==> config.mk <==
export PLATFORM = sky130hd
export DESIGN_NAME = dac_slew_guard_flat
export DESIGN_NICKNAME = d
export VERILOG_FILES = /design/src/rtl/dac_slew_guard_if.sv /design/src/rtl/dac_slew_guard.sv /design/src/flat_wrapper.sv
export SDC_FILE = /design/constraint.sdc
export NUM_CORES = 1
export LEC_CHECK = 0
export CORE_MARGIN = 2
export CORE_UTILIZATION = 60
export DETAILED_ROUTE_END_ITERATION = 7
export DONT_BUFFER_PORTS = 1
export GPL_TIMING_DRIVEN = 0
export MAX_ROUTING_LAYER = met4
export PLACE_DENSITY = 0.76
export SLEW_MARGIN = 15
export SYNTH_ARGS = -nofsm -noshare
export SYNTH_HDL_FRONTEND = slang
export SYNTH_SLANG_ARGS = --single-unit
==> constraint.sdc <==
create_clock -name clk -period 6.9 [get_ports clk]
set_input_delay 1.38 -clock clk [delete_from_list [all_inputs] [get_ports clk]]
set_output_delay 1.38 -clock clk [all_outputs]
set_load 0.005 [all_outputs]
==> src/rtl/dac_slew_guard_if.sv <==
// Control/config/status bundle between the PID loop and the DAC conditioning stage.
interface dac_slew_guard_if #(
    parameter int unsigned DAT_W = 14,
    parameter int unsigned CNT_W = 16
);
    logic             enable_i;
    logic [DAT_W-1:0] pid_i;
    logic [DAT_W-1:0] lim_lo_i;
    logic [DAT_W-1:0] lim_hi_i;
    logic [DAT_W-1:0] slew_step_i;
    logic [CNT_W-1:0] slew_div_i;
    logic [CNT_W-1:0] rail_max_i;
    logic             rail_clear_i;
    logic [DAT_W-1:0] code_o;
    logic [DAT_W-1:0] dac_o;
    logic [1:0]       state_o;
    logic             clamped_o;
    logic             railed_o;

    // Master drives control/config, slave (the guard) drives status and DAC word.
    modport master (
        output enable_i, pid_i, lim_lo_i, lim_hi_i, slew_step_i,
               slew_div_i, rail_max_i, rail_clear_i,
        input  code_o, dac_o, state_o, clamped_o, railed_o
    );

    modport slave (
        input  enable_i, pid_i, lim_lo_i, lim_hi_i, slew_step_i,
               slew_div_i, rail_max_i, rail_clear_i,
        output code_o, dac_o, state_o, clamped_o, railed_o
    );
endinterface

==> src/rtl/dac_slew_guard.sv <==
// Clamp, slew-limit and park the PID control word before it reaches the DAC;
// flag sustained rail saturation of the PID output.
module dac_slew_guard #(
    parameter int unsigned DAT_W = 14,
    parameter int unsigned CNT_W = 16
) (
    input  logic             clk,
    input  logic             rst,
    dac_slew_guard_if.slave  bus
);

    localparam logic [DAT_W-1:0] MID_CODE = {1'b1, {(DAT_W-1){1'b0}}};
    localparam logic [DAT_W-1:0] MAX_CODE = {DAT_W{1'b1}};

    typedef enum logic [1:0] {
        ST_IDLE = 2'b00,
        ST_RUN  = 2'b01,
        ST_PARK = 2'b10
    } state_t;

    state_t           state_r;
    state_t           state_n;
    logic [DAT_W-1:0] code_r;
    logic [DAT_W-1:0] code_n;
    logic [CNT_W-1:0] cnt_r;
    logic [CNT_W-1:0] cnt_n;
    logic [CNT_W-1:0] rail_cnt_r;
    logic [CNT_W-1:0] rail_cnt_n;
    logic             clamped_r;
    logic             clamped_n;
    logic             railed_r;
    logic             railed_n;

    logic [CNT_W-1:0] div_last;
    logic             tick;
    logic [DAT_W-1:0] win_tgt;
    logic [DAT_W-1:0] run_tgt;
    logic [DAT_W-1:0] tgt;
    logic [DAT_W:0]   diff;
    logic [DAT_W:0]   diff_mag;
    logic             step_ok;
    logic [DAT_W-1:0] slew_code;
    logic             rail_hit;
    logic [CNT_W-1:0] rail_inc;
    logic             rail_set;

    // Last counter value of an update period (divider of 0 behaves as 1).
    assign div_last = (bus.slew_div_i == '0) ? '0 : bus.slew_div_i - CNT_W'(1);
    assign tick     = (state_r != ST_IDLE) && (cnt_r == '0);

    // Window clamp; an inverted window disables clamping.
    always_comb begin
        win_tgt = bus.pid_i;
        if (bus.pid_i < bus.lim_lo_i) begin
            win_tgt = bus.lim_lo_i;
        end else if (bus.pid_i > bus.lim_hi_i) begin
            win_tgt = bus.lim_hi_i;
        end
        run_tgt = (bus.lim_lo_i <= bus.lim_hi_i) ? win_tgt : bus.pid_i;
        tgt     = (state_r == ST_PARK) ? MID_CODE : run_tgt;
    end

    // Slew limiter: step toward target, never overshooting it.
    always_comb begin
        diff     = {1'b0, tgt} - {1'b0, code_r};
        diff_mag = diff[DAT_W] ? ({1'b0, code_r} - {1'b0, tgt}) : diff;
        step_ok  = (bus.slew_step_i == '0) || (diff_mag <= {1'b0, bus.slew_step_i});
        if (step_ok) begin
            slew_code = tgt;
        end else if (diff[DAT_W]) begin
            slew_code = code_r - bus.slew_step_i;
        end else begin
            slew_code = code_r + bus.slew_step_i;
        end
    end

    // Rail detection on the raw PID word; saturating run-length count.
    always_comb begin
        rail_hit = (bus.pid_i == '0) || (bus.pid_i == MAX_CODE);
        rail_inc = (rail_cnt_r == '1) ? rail_cnt_r : rail_cnt_r + CNT_W'(1);
        rail_set = rail_hit && (bus.rail_max_i != '0) && (rail_inc >= bus.rail_max_i);
    end

    // FSM state register.
    always_ff @(posedge clk or posedge rst) begin
        if (rst) begin
            state_r <= ST_IDLE;
        end else begin
            state_r <= state_n;
        end
    end

    // FSM next-state logic; enable takes priority over parking completion.
    always_comb begin
        state_n = state_r;
        case (state_r)
            ST_IDLE: if (bus.enable_i) state_n = ST_RUN;
            ST_RUN:  if (!bus.enable_i) state_n = ST_PARK;
            ST_PARK: begin
                if (bus.enable_i) begin
                    state_n = ST_RUN;
                end else if (code_r == MID_CODE) begin
                    state_n = ST_IDLE;
                end
            end
            default: state_n = ST_IDLE;
        endcase
    end

    // FSM output/datapath next values.
    always_comb begin
        code_n     = code_r;
        cnt_n      = cnt_r;
        rail_cnt_n = rail_cnt_r;
        clamped_n  = clamped_r;
        railed_n   = railed_r;

        // Divider restarts on every state change so the first update is immediate.
        if ((state_n == ST_IDLE) || (state_n != state_r) || (cnt_r >= div_last)) begin
            cnt_n = '0;
        end else begin
            cnt_n = cnt_r + CNT_W'(1);
        end

        case (state_r)
            ST_IDLE: begin
                code_n    = MID_CODE;
                clamped_n = 1'b0;
            end
            ST_RUN: begin
                if (tick) begin
                    code_n     = slew_code;
                    clamped_n  = (run_tgt != bus.pid_i);
                    rail_cnt_n = rail_hit ? rail_inc : '0;
                    if (rail_set) railed_n = 1'b1;
                end
            end
            ST_PARK: begin
                if (tick) code_n = slew_code;
            end
            default: code_n = MID_CODE;
        endcase

        if (state_n != ST_RUN) rail_cnt_n = '0;
        if (bus.rail_clear_i) railed_n = 1'b0;
    end

    // Datapath registers.
    always_ff @(posedge clk or posedge rst) begin
        if (rst) begin
            code_r     <= MID_CODE;
            cnt_r      <= '0;
            rail_cnt_r <= '0;
            clamped_r  <= 1'b0;
            railed_r   <= 1'b0;
        end else begin
            code_r     <= code_n;
            cnt_r      <= cnt_n;
            rail_cnt_r <= rail_cnt_n;
            clamped_r  <= clamped_n;
            railed_r   <= railed_n;
        end
    end

    // Offset-binary to two's complement is an MSB inversion.
    assign bus.code_o    = code_r;
    assign bus.dac_o     = {~code_r[DAT_W-1], code_r[DAT_W-2:0]};
    assign bus.state_o   = state_r;
    assign bus.clamped_o = clamped_r;
    assign bus.railed_o  = railed_r;

endmodule

==> src/flat_wrapper.sv <==
// flat-port wrapper written by rule: the top's interface ports become plain ports
module dac_slew_guard_flat 
#(
    parameter int unsigned DAT_W = 14,
    parameter int unsigned CNT_W = 16
)
  (clk, rst, bus_enable_i, bus_pid_i, bus_lim_lo_i, bus_lim_hi_i, bus_slew_step_i, bus_slew_div_i, bus_rail_max_i, bus_rail_clear_i, bus_code_o, bus_dac_o, bus_state_o, bus_clamped_o, bus_railed_o);
  dac_slew_guard_if #(.DAT_W(DAT_W), .CNT_W(CNT_W)) bus_i ();
  input  logic clk;
  input  logic rst;
  input wire logic [$bits(bus_i.enable_i)-1:0] bus_enable_i;
  input wire logic [$bits(bus_i.pid_i)-1:0] bus_pid_i;
  input wire logic [$bits(bus_i.lim_lo_i)-1:0] bus_lim_lo_i;
  input wire logic [$bits(bus_i.lim_hi_i)-1:0] bus_lim_hi_i;
  input wire logic [$bits(bus_i.slew_step_i)-1:0] bus_slew_step_i;
  input wire logic [$bits(bus_i.slew_div_i)-1:0] bus_slew_div_i;
  input wire logic [$bits(bus_i.rail_max_i)-1:0] bus_rail_max_i;
  input wire logic [$bits(bus_i.rail_clear_i)-1:0] bus_rail_clear_i;
  output wire logic [$bits(bus_i.code_o)-1:0] bus_code_o;
  output wire logic [$bits(bus_i.dac_o)-1:0] bus_dac_o;
  output wire logic [$bits(bus_i.state_o)-1:0] bus_state_o;
  output wire logic [$bits(bus_i.clamped_o)-1:0] bus_clamped_o;
  output wire logic [$bits(bus_i.railed_o)-1:0] bus_railed_o;
  assign bus_i.enable_i = bus_enable_i;
  assign bus_i.pid_i = bus_pid_i;
  assign bus_i.lim_lo_i = bus_lim_lo_i;
  assign bus_i.lim_hi_i = bus_lim_hi_i;
  assign bus_i.slew_step_i = bus_slew_step_i;
  assign bus_i.slew_div_i = bus_slew_div_i;
  assign bus_i.rail_max_i = bus_rail_max_i;
  assign bus_i.rail_clear_i = bus_rail_clear_i;
  assign bus_code_o = bus_i.code_o;
  assign bus_dac_o = bus_i.dac_o;
  assign bus_state_o = bus_i.state_o;
  assign bus_clamped_o = bus_i.clamped_o;
  assign bus_railed_o = bus_i.railed_o;
  dac_slew_guard #(.DAT_W(DAT_W), .CNT_W(CNT_W)) u_core (.clk(clk), .rst(rst), .bus(bus_i));
endmodule
# [Word level (Yosys, flattened, before mapping)]
# Index checks and enable logic that the tools add are counted.
[classes] n_addsub=7 order_cmp=6 n_eq_ne=10 muxes=27 bitwise=1 n_reduce_logical=25
[op_table] op="2-to-1 mux 14 bit" n=8
[op_table] op="2-to-1 mux 16 bit" n=7
[op_table] op="adder 16 x 1 -> 16 bit, second input constant" n=2
[op_table] op="greater-or-equal comparator 16 bit" n=2
[op_table] op="zero test 16 bit" n=2
[op_table] op="subtractor 14 x 14 -> 15 bit" n=2
[op_table] op="== test 14 bit, second input constant" n=2
[op_table] op="zero test 14 bit" n=2
[op_table] op="== test 16 bit, second input constant" n=1
[op_table] op="nonzero test 16 bit" n=1
[op_table] op="subtractor 16 x 1 -> 16 bit, second input constant" n=1
[op_table] op="less-or-equal comparator 15 x 14 -> 1 bit" n=1
[op_table] op="2-to-1 mux 15 bit" n=1
[op_table] op="adder 14 bit" n=1
[op_table] op="greater-than comparator 14 bit" n=1
[op_table] op="less-or-equal comparator 14 bit" n=1
[op_table] op="< comparator 14 bit" n=1
[op_table] op="inequality test 14 bit" n=1
[op_table] op="nonzero test 2 bit" n=7
[op_table] op="subtractor 14 bit" n=1
[op_table] op="2-to-1 mux 2 bit" n=4
[op_table] op="inequality test 2 x 1 -> 1 bit, second input constant" n=3
[op_table] op="one-hot mux 2 bit (3 select lines)" n=1
[op_table] op="2-to-1 mux 1 bit" n=5
[op_table] op="other kinds (11)" n=18
[totals] reg_bits=50 inputBits=92 wordCells=82

# [Depth between registers and ports, before layout]
# Gate-level depths: netlist (run 1).
[logic_depth] ltp_word=12 mapped_depth=39

# [Worst setup path after synthesis (run 1)]
# OpenSTA, ideal clock, no wires.
[synth_path] path_type="in2reg" start="input bus_lim_lo_i[13]" end="register u_core.code_r[12], in the netlist u_core.bus.code_o[12]" t_arrival_ps=7669 slack_ps=-906 stages=34 n_path_buf=5 cell_sequence="inv_1 ha_1 nand4_1 nor3_2 nand2_2 o21ai_2 clkbuf_1 clkbuf_1 nor2_1 a31oi_1 nor2_1 nor3_1 ha_1 and2_1 a221o_1 a221oi_2 buf_4 nand2_1 nand2_1 ha_1 nor2b_1 o21a_1 o21a_1 o21a_1 o21a_1 o21ai_0 a21oi_1 o41ai_1 a211o_1 and3_1 buf_2 buf_4 mux2i_1 a21oi_1"
[synth_between] elab_chain_cells=11 elab_cells_between_ends=14 classes_between="add/sub (2); order compare (3); mux (8); reduce/logical (1)"
[synth_lines] item="start: declaration" line_no="flat_wrapper.sv:13" source="input wire logic [$bits(bus_i.lim_lo_i)-1:0] bus_lim_lo_i;"
[synth_lines] item="< comparator 14 bit" line_no="dac_slew_guard.sv:54" source="if (bus.pid_i < bus.lim_lo_i) begin"
[synth_lines] item="2-to-1 mux 14 bit" line_no="dac_slew_guard.sv:54"
[synth_lines] item="2-to-1 mux 14 bit *" line_no="dac_slew_guard.sv:59" source="run_tgt = (bus.lim_lo_i <= bus.lim_hi_i) ? win_tgt : bus.pid_i;"
[synth_lines] item="2-to-1 mux 14 bit *" line_no="dac_slew_guard.sv:60" source="tgt = (state_r == ST_PARK) ? MID_CODE : run_tgt;"
[synth_lines] item="subtractor 14 x 14 -> 15 bit, on equally long branches" line_no="dac_slew_guard.sv:65, dac_slew_guard.sv:66"
[synth_lines] item="2-to-1 mux 15 bit" line_no="dac_slew_guard.sv:66" source="diff_mag = diff[DAT_W] ? ({1'b0, code_r} - {1'b0, tgt}) : diff;"
[synth_lines] item="less-or-equal comparator 15 x 14 -> 1 bit" line_no="dac_slew_guard.sv:67" source="step_ok = (bus.slew_step_i == '0) || (diff_mag <= {1'b0, bus.slew_step_i});"
[synth_lines] item="logical OR 1 bit" line_no="dac_slew_guard.sv:67"
[synth_lines] item="2-to-1 mux 14 bit *" line_no="dac_slew_guard.sv:68" source="if (step_ok) begin"
[synth_lines] item="2-to-1 mux 14 bit *" line_no="dac_slew_guard.sv:131, dac_slew_guard.sv:139"
[synth_lines] item="2-to-1 mux 14 bit *"
[synth_lines] item="end signal: assignment" line_no="dac_slew_guard.sv:157" source="code_r <= code_n;"
[synth_lines] item="end: declaration" line_no="dac_slew_guard.sv:23" source="logic [DAT_W-1:0] code_r;"
# Mark *: on every way between the ends. The rest lies on a longest branch, timed or not. The select of a mux whose other input is x is not followed.
# A chain may end at the register's enable or synchronous reset.

# [Worst setup path after layout (run 1)]
[layout_path] start="input bus_lim_hi_i[11]" end="register u_core.code_r[11], in the netlist u_core.bus.code_o[11]"
[layout_between] elab_chain_cells=12 elab_cells_between_ends=15 classes_between="add/sub (2); order compare (3); mux (9); reduce/logical (1)"
[layout_lines] item="start: declaration" line_no="flat_wrapper.sv:14" source="input wire logic [$bits(bus_i.lim_hi_i)-1:0] bus_lim_hi_i;"
[layout_lines] item="greater-than comparator 14 bit" line_no="dac_slew_guard.sv:56" source="end else if (bus.pid_i > bus.lim_hi_i) begin"
[layout_lines] item="2-to-1 mux 14 bit" line_no="dac_slew_guard.sv:56"
[layout_lines] item="2-to-1 mux 14 bit" line_no="dac_slew_guard.sv:54"
[layout_lines] item="2-to-1 mux 14 bit *" line_no="dac_slew_guard.sv:59"
[layout_lines] item="2-to-1 mux 14 bit *" line_no="dac_slew_guard.sv:60"
[layout_lines] item="subtractor 14 x 14 -> 15 bit, on equally long branches" line_no="dac_slew_guard.sv:65, dac_slew_guard.sv:66"
[layout_lines] item="2-to-1 mux 15 bit" line_no="dac_slew_guard.sv:66"
[layout_lines] item="less-or-equal comparator 15 x 14 -> 1 bit" line_no="dac_slew_guard.sv:67"
[layout_lines] item="logical OR 1 bit" line_no="dac_slew_guard.sv:67"
[layout_lines] item="2-to-1 mux 14 bit *" line_no="dac_slew_guard.sv:68"
[layout_lines] item="2-to-1 mux 14 bit *" line_no="dac_slew_guard.sv:131, dac_slew_guard.sv:139"
[layout_lines] item="2-to-1 mux 14 bit *"
# Marks and branches as above.

==> flow_summary_export.csv, run 1 <==
group,metric,value,unit
pwr,irDropWorstVdd,0.1960,mV
synthesis,ys_seq_area_share,14.96,%
synthesis,ys_ff_latch,50,
routing,wirelength,25660,um
timing,rsz0062_at_grt,"true",
setup_path,worstSetupStartpointType,"input pin",
status,violations,"negative setup slack",
cts,h-tree-depth,2,
setup_path,crit_slowest_cell,"a221o_1",
routing,vias,8611,
setup_path,rr_worst_depth,28,
timing,setup_viol,14,
timing,max_slew_margin,37.85,%
min_path,hold_depth,1,
setup_path,cp_data_arrival_time,7.82,ns
global_routing,grt_pass1_vias,8042,
global_routing,grt_usage,34.03,%
finish,fillCellCount,1141,
synthesis,ys.warnings.count,0,
routing,wl_met3,2163,um
synthesis,synth_nets,1322,
floorplan,io_pins,124,
timing,hold_viol_final,0,
setup_path,end_kind,"flip-flop",
synthesis,synth_flop_cell,"dfrtp_1",
floorplan,core-area,13770,sq um
floorplan,floorplan.initialDensity,60.79,%
synthesis,synth.distinct_cells,82,
setup_path,crit_top_cell,"o21a_1",
cts,clock_latency,0.29,ns
pwr,p_leak,4.611,nW
timing,post-route-period-util,111.2,%
routing,ant_nets,0,
cts,tritoncts,"yes",
routing,drtIter0Drc,824,
timing,clock.fmax,130.4,MHz
timing,worst_slack,-0.7716,ns
min_path,hold_class,"reg2reg",
pwr,p_per_area,424.5,nW/um^2
cts,cts.sinks,50,
finish,area_delta_synth_final,16.41,%
floorplan,die_w,122.1,um
timing,slew_violations,0,
global_routing,grt_pass1_wl,39360,um
finish,instances_no_fill,1328,
routing,drt-met1-wl,10530,um
placement,dp.cells,1278,
global_routing,antenna_found_initial,0,
setup_path,worstPathRequired,7.05,ns
synthesis,synthArstFlopShare,100.0,%
routing,wl_per_cell,19.32,um
floorplan,die-area,14920,sq um
cts,cts_made_buffers,5,
timing,fin_skew,0.005718,ns
finish,nNetsFinal,1372,
synthesis,syn_inst,1097,
timing,min_period,7.672,ns
placement,io_buffers,0,
cts,cts_buffer_depth,2,
finish,drive_above_1_share,15.59,%
floorplan,row_count,43,
routing,first_pass_iters,5,
routing,drc_errors,0,
global_routing,grt_max_degree,36,
setup_path,critPathMaxFanout,8,
placement,routabilityCongestion,1.000,
cts,hold_buffers,0,
cts,clkTransAtPathRegs,0.06,ns
timing,worst-slew-pin-transition,0.9237,ns
placement,dp_hpwl,19530,um
finish,n_antenna_cell,0,
cts,cts_root_buf,"clkbuf_16",
synthesis,syn_avg_cell_area,7.633,sq um
setup_path,path_class,"in2reg",
synthesis,synth_edf_count,0,
routing,viasPerCell,6.484,
finish,final_util,70.77,%
floorplan,die_h,122.1,um
routing,route.met2.wl,12010,um
setup_path,slowest_delay,0.34,ns
global_routing,overflow,0,
flow_run,drv_cap,0,
synthesis,netlist_area,8373,sq um
placement,dp_slack,-1.738,ns
status,outcome,"finished, violations left",
routing,highest-signal-layer,"met4",
[cell usage after synthesis, types with 9 or more instances]
cell,n,area [sq um]
dfrtp_1,49,1226
xor2_1,25,219.0
nand2_1,83,311.6
o22ai_1,9,56.30
nor2_1,100,375.4
nand3_1,29,145.1
o21a_1,9,67.56
nor4_1,28,175.2
nor3_1,16,80.08
and3_1,11,68.82
a31oi_1,12,75.07
xnor2_1,47,411.6
o31ai_1,14,105.1
o21ai_0,57,285.3
ha_1,131,1639
a21o_1,36,270.3
a21oi_1,70,350.3
nor2b_1,11,68.82
nand4_1,24,150.1
nand2b_1,14,87.58
clkbuf_1,27,101.4
inv_1,104,390.4
buf_4,15,112.6
a22o_1,9,78.83
[path summary, 6_finish.rpt]
path / slack (ns) / start / to
min reg2reg: 0.53 / u_core.cnt_r[0] / u_core.cnt_r[0]
max in group asynchronous: 5.36 / rst / u_core.bus.code_o[13]
max: -0.77 / bus_lim_hi_i[11] / u_core.bus.code_o[11]
max reg2reg: 0.50 / u_core.bus.state_o[0] / u_core.bus.code_o[11]
min: 0.53 / u_core.cnt_r[0] / u_core.cnt_r[0]
min in group asynchronous: 0.96 / rst / u_core.rail_cnt_r[4]
[cell usage in the layout, fill, tap and decap left out, types with 27 or more instances in the layout]
cell / Yosys / final
a21o_1: 36 / 34
a21oi_1: 70 / 61
buf_4: 15 / 57
dfrtp_1: 49 / 49
ha_1: 131 / 117
inv_1: 104 / 93
nand2_1: 83 / 82
nand3_1: 29 / 29
nor2_1: 100 / 98
nor4_1: 28 / 27
o21ai_0: 57 / 46
xnor2_1: 47 / 46
[registers in the layout, summed over array words and instances (netlist names)]
signal	count
u_core.bus.clamped_o	1
u_core.bus.railed_o	1
u_core.bus.state_o	2
u_core.cnt_r	16
u_core.bus.code_o	14
u_core.rail_cnt_r	16
[metrics by stage]
stage	setup TNS, ns	cell area (sq um)	power [W]	hold WS, ns
4_1_cts	-11.06	9382	0.003692	0.5259
3_3_place_gp	-22.53	8835	0.003191	0.4957
3_5_place_dp	-23.17	8855	0.003224	0.5169
6_report	-9.557	9747	0.004138	0.5305
5_1_grt	-12.62	9747	0.004429	0.5592
2_1_floorplan	-6.263	8610	0.002605	0.4756
[logic make-up (layout without fill, tap and decap cells)]
group	after synthesis	in the layout	synth area share (%)
adders and majority gates	133	133	20.05
xor gates and xnor gates	72	72	7.531
AOI/OAI and AO/OA	317	317	26.35
DFF	50	50	14.96
buffers and inverters	151	202	7.770
and+or+nand+nor	357	357	21.11
muxes	17	17	2.226
[power by group]
| part | internal, W | switching (W) | total, W |
|---|---|---|---|
| logic | 0.00160 | 0.00187 | 0.00347 |
| clock network | 0.000144 | 0.000105 | 0.000249 |
| registers | 0.000329 | 0.0000929 | 0.000422 |
| total | 0.00207 | 0.00206 | 0.00414 |
[final cells by class]
class / instances / area [sq um] / area share, %
inverters: 104 / 410.4 / 4.211
repair buffers: 48 / 392.9 / 4.031
flip-flops and latches: 50 / 1252 / 12.85
well taps: 180 / 225.2 / 2.311
multi-input cells: 896 / 7009 / 71.91
plain buffers: 42 / 309.0 / 3.171
clock inverters: 1 / 5.005 / 0.05135
clock buffers: 7 / 142.6 / 1.463
[metal layers]
metal,up-vias,track usage [%]
li1,4107,-
met3,87,4.728
met4,0,12.86
met5,-,-
met2,432,55.69
met1,3985,42.72
[worst max-delay path: cells and delay by family]
family,cells,cell delay [ns]
mux,3,0.90
compound gates,18,3.27
simple gates,3,0.65
xor+xnor,1,0.14
buf+inv,5,0.67
fa+ha+maj,3,0.79
[repair_timing]
item | CTS | global route
endpoints found under the setup margin | 14 | 14
resized for setup | 29 | 55
pin swaps | 29 | 40
setup buffers | 28 | 19
(Power assumes the default switching activity.)
==> run 2, diff against run 1 <==
--- a/config.mk
+++ b/config.mk
@@ -7,6 +7,7 @@
 export LEC_CHECK = 0
 export CORE_MARGIN = 2
 export CORE_UTILIZATION = 60
+export CTS_BUF_LIST = sky130_fd_sc_hd__clkbuf_8
 export DETAILED_ROUTE_END_ITERATION = 7
 export DONT_BUFFER_PORTS = 1
 export GPL_TIMING_DRIVEN = 0
==> constraint.sdc (replaced) <==
create_clock -name clk -period 9.8 [get_ports clk]
set_input_delay 1.96 -clock clk [delete_from_list [all_inputs] [get_ports clk]]
set_output_delay 1.96 -clock clk [all_outputs]
set_load 0.005 [all_outputs]
==> run 2 against run 1 <==
Combinational power decreased by 44%. Via count decreased by 4.5%. The flow now finishes without violations. Register-to-register slack improved by 2.2 ns. Sequential share of layout area increased by 1.4 points. Design area decreased by 10%. Highest routed layer unchanged. Critical path type unchanged. Core utilization decreased by 7.1 points. Largest cell class unchanged.
==> flow_summary_export.csv, run 2 (synthesis results as in run 1) <==
group,metric,value,unit
status,outcome,"finished clean",
routing,wirelength,23740,um
floorplan,io_pins,124,
routing,route.met2.wl,10990,um
timing,timing.hold.ws,0.5297,ns
cts,cts_buffer_depth,2,
cts,clkTransAtPathRegs,0.10,ns
cts,cts_resized,0,
finish,area_delta_synth_final,4.662,%
timing,min_period,9.181,ns
routing,highest-signal-layer,"met4",
setup_path,slowest_delay,0.60,ns
timing,fin_setup_tns,0,ns
timing,setup_viol,0,
setup_path,worstPathRequired,9.99,ns
placement,io_buffers,0,
cts,h-tree-depth,2,
routing,first_pass_iters,5,
timing,slew_violations,0,
routing,drt-met1-wl,10300,um
timing,fin_skew,0.005218,ns
cts,postCtsSetupRepairBufs,0,
floorplan,die_w,122.1,um
finish,final_common_cell,"ha_1",
pwr,p_leak,4.267,nW
timing,clock.fmax,108.9,MHz
setup_path,end_kind,"flip-flop",
finish,instances_no_fill,1286,
routing,drc_errors,0,
routing,viasPerCell,6.397,
setup_path,crit_top_cell,"o21a_1",
timing,worst-slew-pin-transition,0.9530,ns
floorplan,floorplan.initialDensity,60.79,%
setup_path,path_class,"in2reg",
cts,cts.sinks,50,
setup_path,cp_data_arrival_time,9.37,ns
setup_path,worstSetupStartpointType,"input pin",
global_routing,grt_max_degree,28,
pwr,irDropWorstVdd,0.1236,mV
floorplan,row_count,43,
cts,tritoncts,"yes",
finish,layout_common_cells,"ha_1 (131), inv_1 (103), nor2_1 (100)",
min_path,hold_class,"reg2reg",
global_routing,grt_pass1_vias,7788,
floorplan,core-area,13770,sq um
floorplan,die-area,14920,sq um
finish,nNetsFinal,1330,
placement,dp.cells,1278,
cts,cts_made_buffers,5,
cts,clock_latency,0.31,ns
timing,hold_viol_final,0,
finish,n_antenna_cell,0,
global_routing,grt_usage,32.74,%
global_routing,grt_pass1_wl,38180,um
setup_path,critPathMaxFanout,10,
global_routing,overflow,0,
pwr,p_per_area,271.7,nW/um^2
routing,wl_per_cell,18.46,um
finish,final_area,8763,sq um
routing,wl_met3,1773,um
setup_path,crit_slowest_cell,"a221oi_4",
routing,drtIter0Drc,744,
cts,hold_buffers,0,
routing,ant_nets,0,
floorplan,die_h,122.1,um
finish,fillCellCount,1306,
placement,routabilityCongestion,0.9842,
routing,vias,8227,
cts,cts_root_buf,"clkbuf_8",
timing,max_slew_margin,35.88,%
flow_run,drv_cap,0,
finish,drive_above_1_share,5.787,%
placement,place_area,8618,sq um
timing,rsz0062_at_grt,"false",
timing,post-route-period-util,93.68,%
placement,dp_hpwl,19300,um
global_routing,antenna_found_initial,0,
## run 2: changes by cell type in the layout (fill, tap and decap cells not counted), sizes merged
| cell | previous run | this run |
|---|---|---|
| clkbuf | 29 | 32 |
| bufinv | 0 | 1 |
| buf | 68 | 21 |
| clkinvlp | 2 | 0 |
| inv | 102 | 105 |
## run 2: stage by stage
stage	setup slack [ns]	power [W]	utilization [%]
after floorplan	1.414	0.001752	-
after global placement	-0.2722	0.002151	62.43
after detailed placement	-0.2039	0.002175	62.57
after CTS	0.1008	0.002339	63.39
after global routing	0.006342	0.002600	63.63
final	0.6191	0.002381	63.63
## run 2: final timing paths
kind / startpoint / end / slack, ns / cells past startpoint
worst min register to register: u_core.cnt_r[0] / u_core.cnt_r[0] / 0.53 / 1
worst min-delay path: u_core.cnt_r[0] / u_core.cnt_r[0] / 0.53 / 1
worst max-delay path: bus_lim_lo_i[11] / u_core.bus.code_o[11] / 0.62 / 34
max in group asynchronous: rst / u_core.bus.code_o[13] / 7.64 / 2
worst max register to register: u_core.bus.state_o[0] / u_core.bus.code_o[13] / 2.73 / 31
min in group asynchronous: rst / u_core.bus.state_o[1] / 1.56 / 1
## run 2: critical path, delay by kind of cell
kind	cells	cell delay, ns
AOI/OAI and AO/OA	13	2.99
and+or+nand+nor	11	1.91
buffers and inverters	6	1.34
adders and majority gates	3	0.91
muxes	1	0.23
## run 2: cell type report
class	instances	area [sq um]	share of cell area, %
well taps	180	225.2	2.570
clock inverters	3	43.79	0.4997
flip-flops and latches	50	1252	14.29
clock buffers	5	68.82	0.7853
repair buffers	1	20.02	0.2284
plain buffers	47	264.0	3.013
multi-input cells	896	6499	74.16
inverters	104	390.4	4.455
## run 2: per-layer routing
metal | global-route usage, % | up-vias
met5 | - | -
met4 | 11.21 | 0
met3 | 5.431 | 59
met2 | 52.27 | 308
met1 | 42.13 | 3842
li1 | - | 4018
## run 2: where the power goes
group | internal (W) | leakage (nW) | switching [W]
clock | 0.0000766 | 0.0585 | 0.0000747
combinational | 0.000810 | 3.52 | 0.00113
sequential | 0.000232 | 0.684 | 0.0000613
==> run 3, diff against run 2 <==
--- a/config.mk
+++ b/config.mk
@@ -5,12 +5,12 @@
 export SDC_FILE = /design/constraint.sdc
 export NUM_CORES = 1
 export LEC_CHECK = 0
+export CORE_ASPECT_RATIO = 1.5
 export CORE_MARGIN = 2
 export CORE_UTILIZATION = 60
 export CTS_BUF_LIST = sky130_fd_sc_hd__clkbuf_8
 export DETAILED_ROUTE_END_ITERATION = 7
 export DONT_BUFFER_PORTS = 1
-export GPL_TIMING_DRIVEN = 0
 export MAX_ROUTING_LAYER = met4
 export PLACE_DENSITY = 0.76
 export SLEW_MARGIN = 15
==> run 3 against run 2 <==
Clock skew is 0.0022 ns higher. Sequential power up 2%. Non-clock buffer count decreased by 36. Flip-flop and latch count stayed put. Global-route usage up 0.26 points. Routed wire length about the same. Total power shrank 2.1%. Maximum frequency is 2.2% higher. Combinational power shrank 2%. Critical path type unchanged. Critical endpoint is now u_core.bus.code_o[6]. Highest routed layer unchanged.
==> flow_summary_export.csv, run 3 (synthesis results as in run 1) <==
group,metric,value,unit
pwr,p_leak,4.143,nW
timing,setup_viol,0,
timing,min_period,8.984,ns
routing,drc_errors,0,
floorplan,die_h,148.7,um
floorplan,core-area,13600,sq um
status,outcome,"finished clean",
routing,viasPerCell,6.584,
routing,ant_nets,0,
cts,h-tree-depth,2,
placement,routabilityCongestion,0.9825,
flow_run,drv_cap,0,
setup_path,crit_slowest_cell,"and3_1",
floorplan,die-area,14940,sq um
finish,n_antenna_cell,0,
pwr,irDropWorstVdd,0.1611,mV
finish,layout_common_cells,"ha_1 (131), inv_1 (103), nor2_1 (100)",
cts,cts_buffer_depth,2,
routing,wirelength,23750,um
cts,cts.sinks,50,
finish,fillCellCount,1268,
setup_path,cp_data_arrival_time,9.24,ns
min_path,hold_class,"reg2reg",
global_routing,grt_pass1_wl,38730,um
floorplan,floorplan.initialDensity,61.58,%
timing,worst-slew-pin-transition,0.9175,ns
setup_path,end_kind,"flip-flop",
cts,tritoncts,"yes",
pwr,p_per_area,274.4,nW/um^2
routing,first_pass_iters,5,
finish,final_common_cell,"ha_1",
cts,hold_buffers,0,
floorplan,row_count,52,
cts,postCtsSetupRepairBufs,0,
routing,wl_per_cell,19.27,um
routing,drt-met1-wl,9244,um
timing,fin_setup_tns,0,ns
finish,area_delta_synth_final,1.524,%
setup_path,crit_family,"compound AO/OA/AOI/OAI gates",
finish,nNetsFinal,1294,
routing,vias,8112,
cts,cts_made_buffers,5,
timing,max_slew_margin,38.27,%
cts,cts_root_buf,"clkbuf_8",
global_routing,grt_max_degree,51,
floorplan,die_w,100.5,um
timing,clock.fmax,111.3,MHz
cts,clkTransAtPathRegs,0.10,ns
setup_path,slowest_delay,0.62,ns
routing,route.met2.wl,12070,um
timing,fin_skew,0.007417,ns
global_routing,antenna_found_initial,0,
setup_path,critPathMaxFanout,15,
timing,hold_viol_final,0,
global_routing,grt_pass1_vias,7987,
placement,io_buffers,0,
setup_path,worstSetupStartpointType,"input pin",
global_routing,grt_usage,33.00,%
floorplan,io_pins,124,
routing,highest-signal-layer,"met4",
finish,final_util,62.51,%
setup_path,path_buf_inv,2,
cts,clock_latency,0.33,ns
setup_path,crit_top_cell,"o21a_1",
global_routing,overflow,0,
cts,cts_resized,0,
setup_path,path_class,"in2reg",
routing,wl_met3,1266,um
routing,drtIter0Drc,383,
timing,post-route-period-util,91.68,%
placement,dp_hpwl,19240,um
setup_path,worstPathRequired,10.05,ns
finish,drive_above_1_share,4.579,%
timing,slew_violations,0,
timing,rsz0062_at_grt,"false",
[run 3: cell types whose count changed in the layout (fill, tap and decap cells not counted), moves of 2 or more]
cell and change:
clkbuf_2 -3, buf_12 -2, nor3_1 +2, nor3_2 -2, buf_4 -3, buf_2 -3
clkbuf_1 -24
[run 3: final timing paths]
check,start,endpoint,slack [ns],depth (start not counted)
min in group asynchronous,rst,u_core.rail_cnt_r[6],1.68,1
worst max-delay path,bus_lim_hi_i[2],u_core.bus.code_o[6],0.82,33
worst min register to register,u_core.cnt_r[0],u_core.cnt_r[0],0.54,1
worst max register to register,u_core.bus.state_o[0],u_core.bus.code_o[6],2.45,27
worst min-delay path,u_core.cnt_r[0],u_core.cnt_r[0],0.54,1
max in group asynchronous,rst,u_core.bus.code_o[4],7.59,1
[run 3: power by group]
| group | internal (W) | switching (W) |
|---|---|---|
| clock network | 0.0000518 | 0.0000837 |
| logic | 0.000794 | 0.00110 |
| registers | 0.000232 | 0.0000686 |
| total | 0.00108 | 0.00125 |
[run 3: final cells by class]
type	instances	area (sq um)	share of cell area, %
Clock buffer	5	68.82	0.8095
Clock inverter	3	25.02	0.2944
Inverter	104	391.6	4.607
Multi-Input combinational cell	896	6470	76.11
Sequential cell	50	1252	14.73
Tap cell	162	202.7	2.384
Timing Repair Buffer	12	90.09	1.060
[run 3: worst reg2reg max path, cell delays in order (launching register included)]
cell      delay (ns)
dfrtp_1         0.47
inv_1           0.15
ha_1            0.66
inv_1           0.36
and3_1          0.24
a211o_1         0.35
inv_1           0.10
ha_1            0.36
and3_1          0.28
a22oi_1         0.15
o22ai_1         0.12
a211oi_2        0.25
o21ai_2         0.18
a221o_1         0.43
mux2_4          0.35
xnor2_1         0.13
ha_1            0.30
o21a_1          0.11
o21a_1          0.16
o21a_1          0.16
o21a_1          0.16
o21ai_0         0.15
a21oi_1         0.08
o41ai_1         0.26
a211o_1         0.18
and3_1          0.62
mux2_1          0.39
a21oi_1         0.15
[run 3: stage by stage]
step	setup slack, ns	hold slack [ns]	area, sq um	cells	total power (W)
after floorplan	1.414	0.4756	8373	1097	0.001752
after global placement	0.6741	0.5084	8406	1224	0.002149
after detailed placement	0.5330	0.5258	8406	1224	0.002173
after CTS	0.8815	0.5411	8499	1232	0.002312
after global routing	0.004504	0.5735	8501	1232	0.002552
final	0.8158	0.5356	8501	1232	0.002332
[run 3: routing by layer]
layer  vias to the layer above  GRT usage, %
li1                       3955             -
met1                      3822         36.64
met2                       256         57.05
met3                        79         4.934
met4                         0         16.37
met5                         -             -
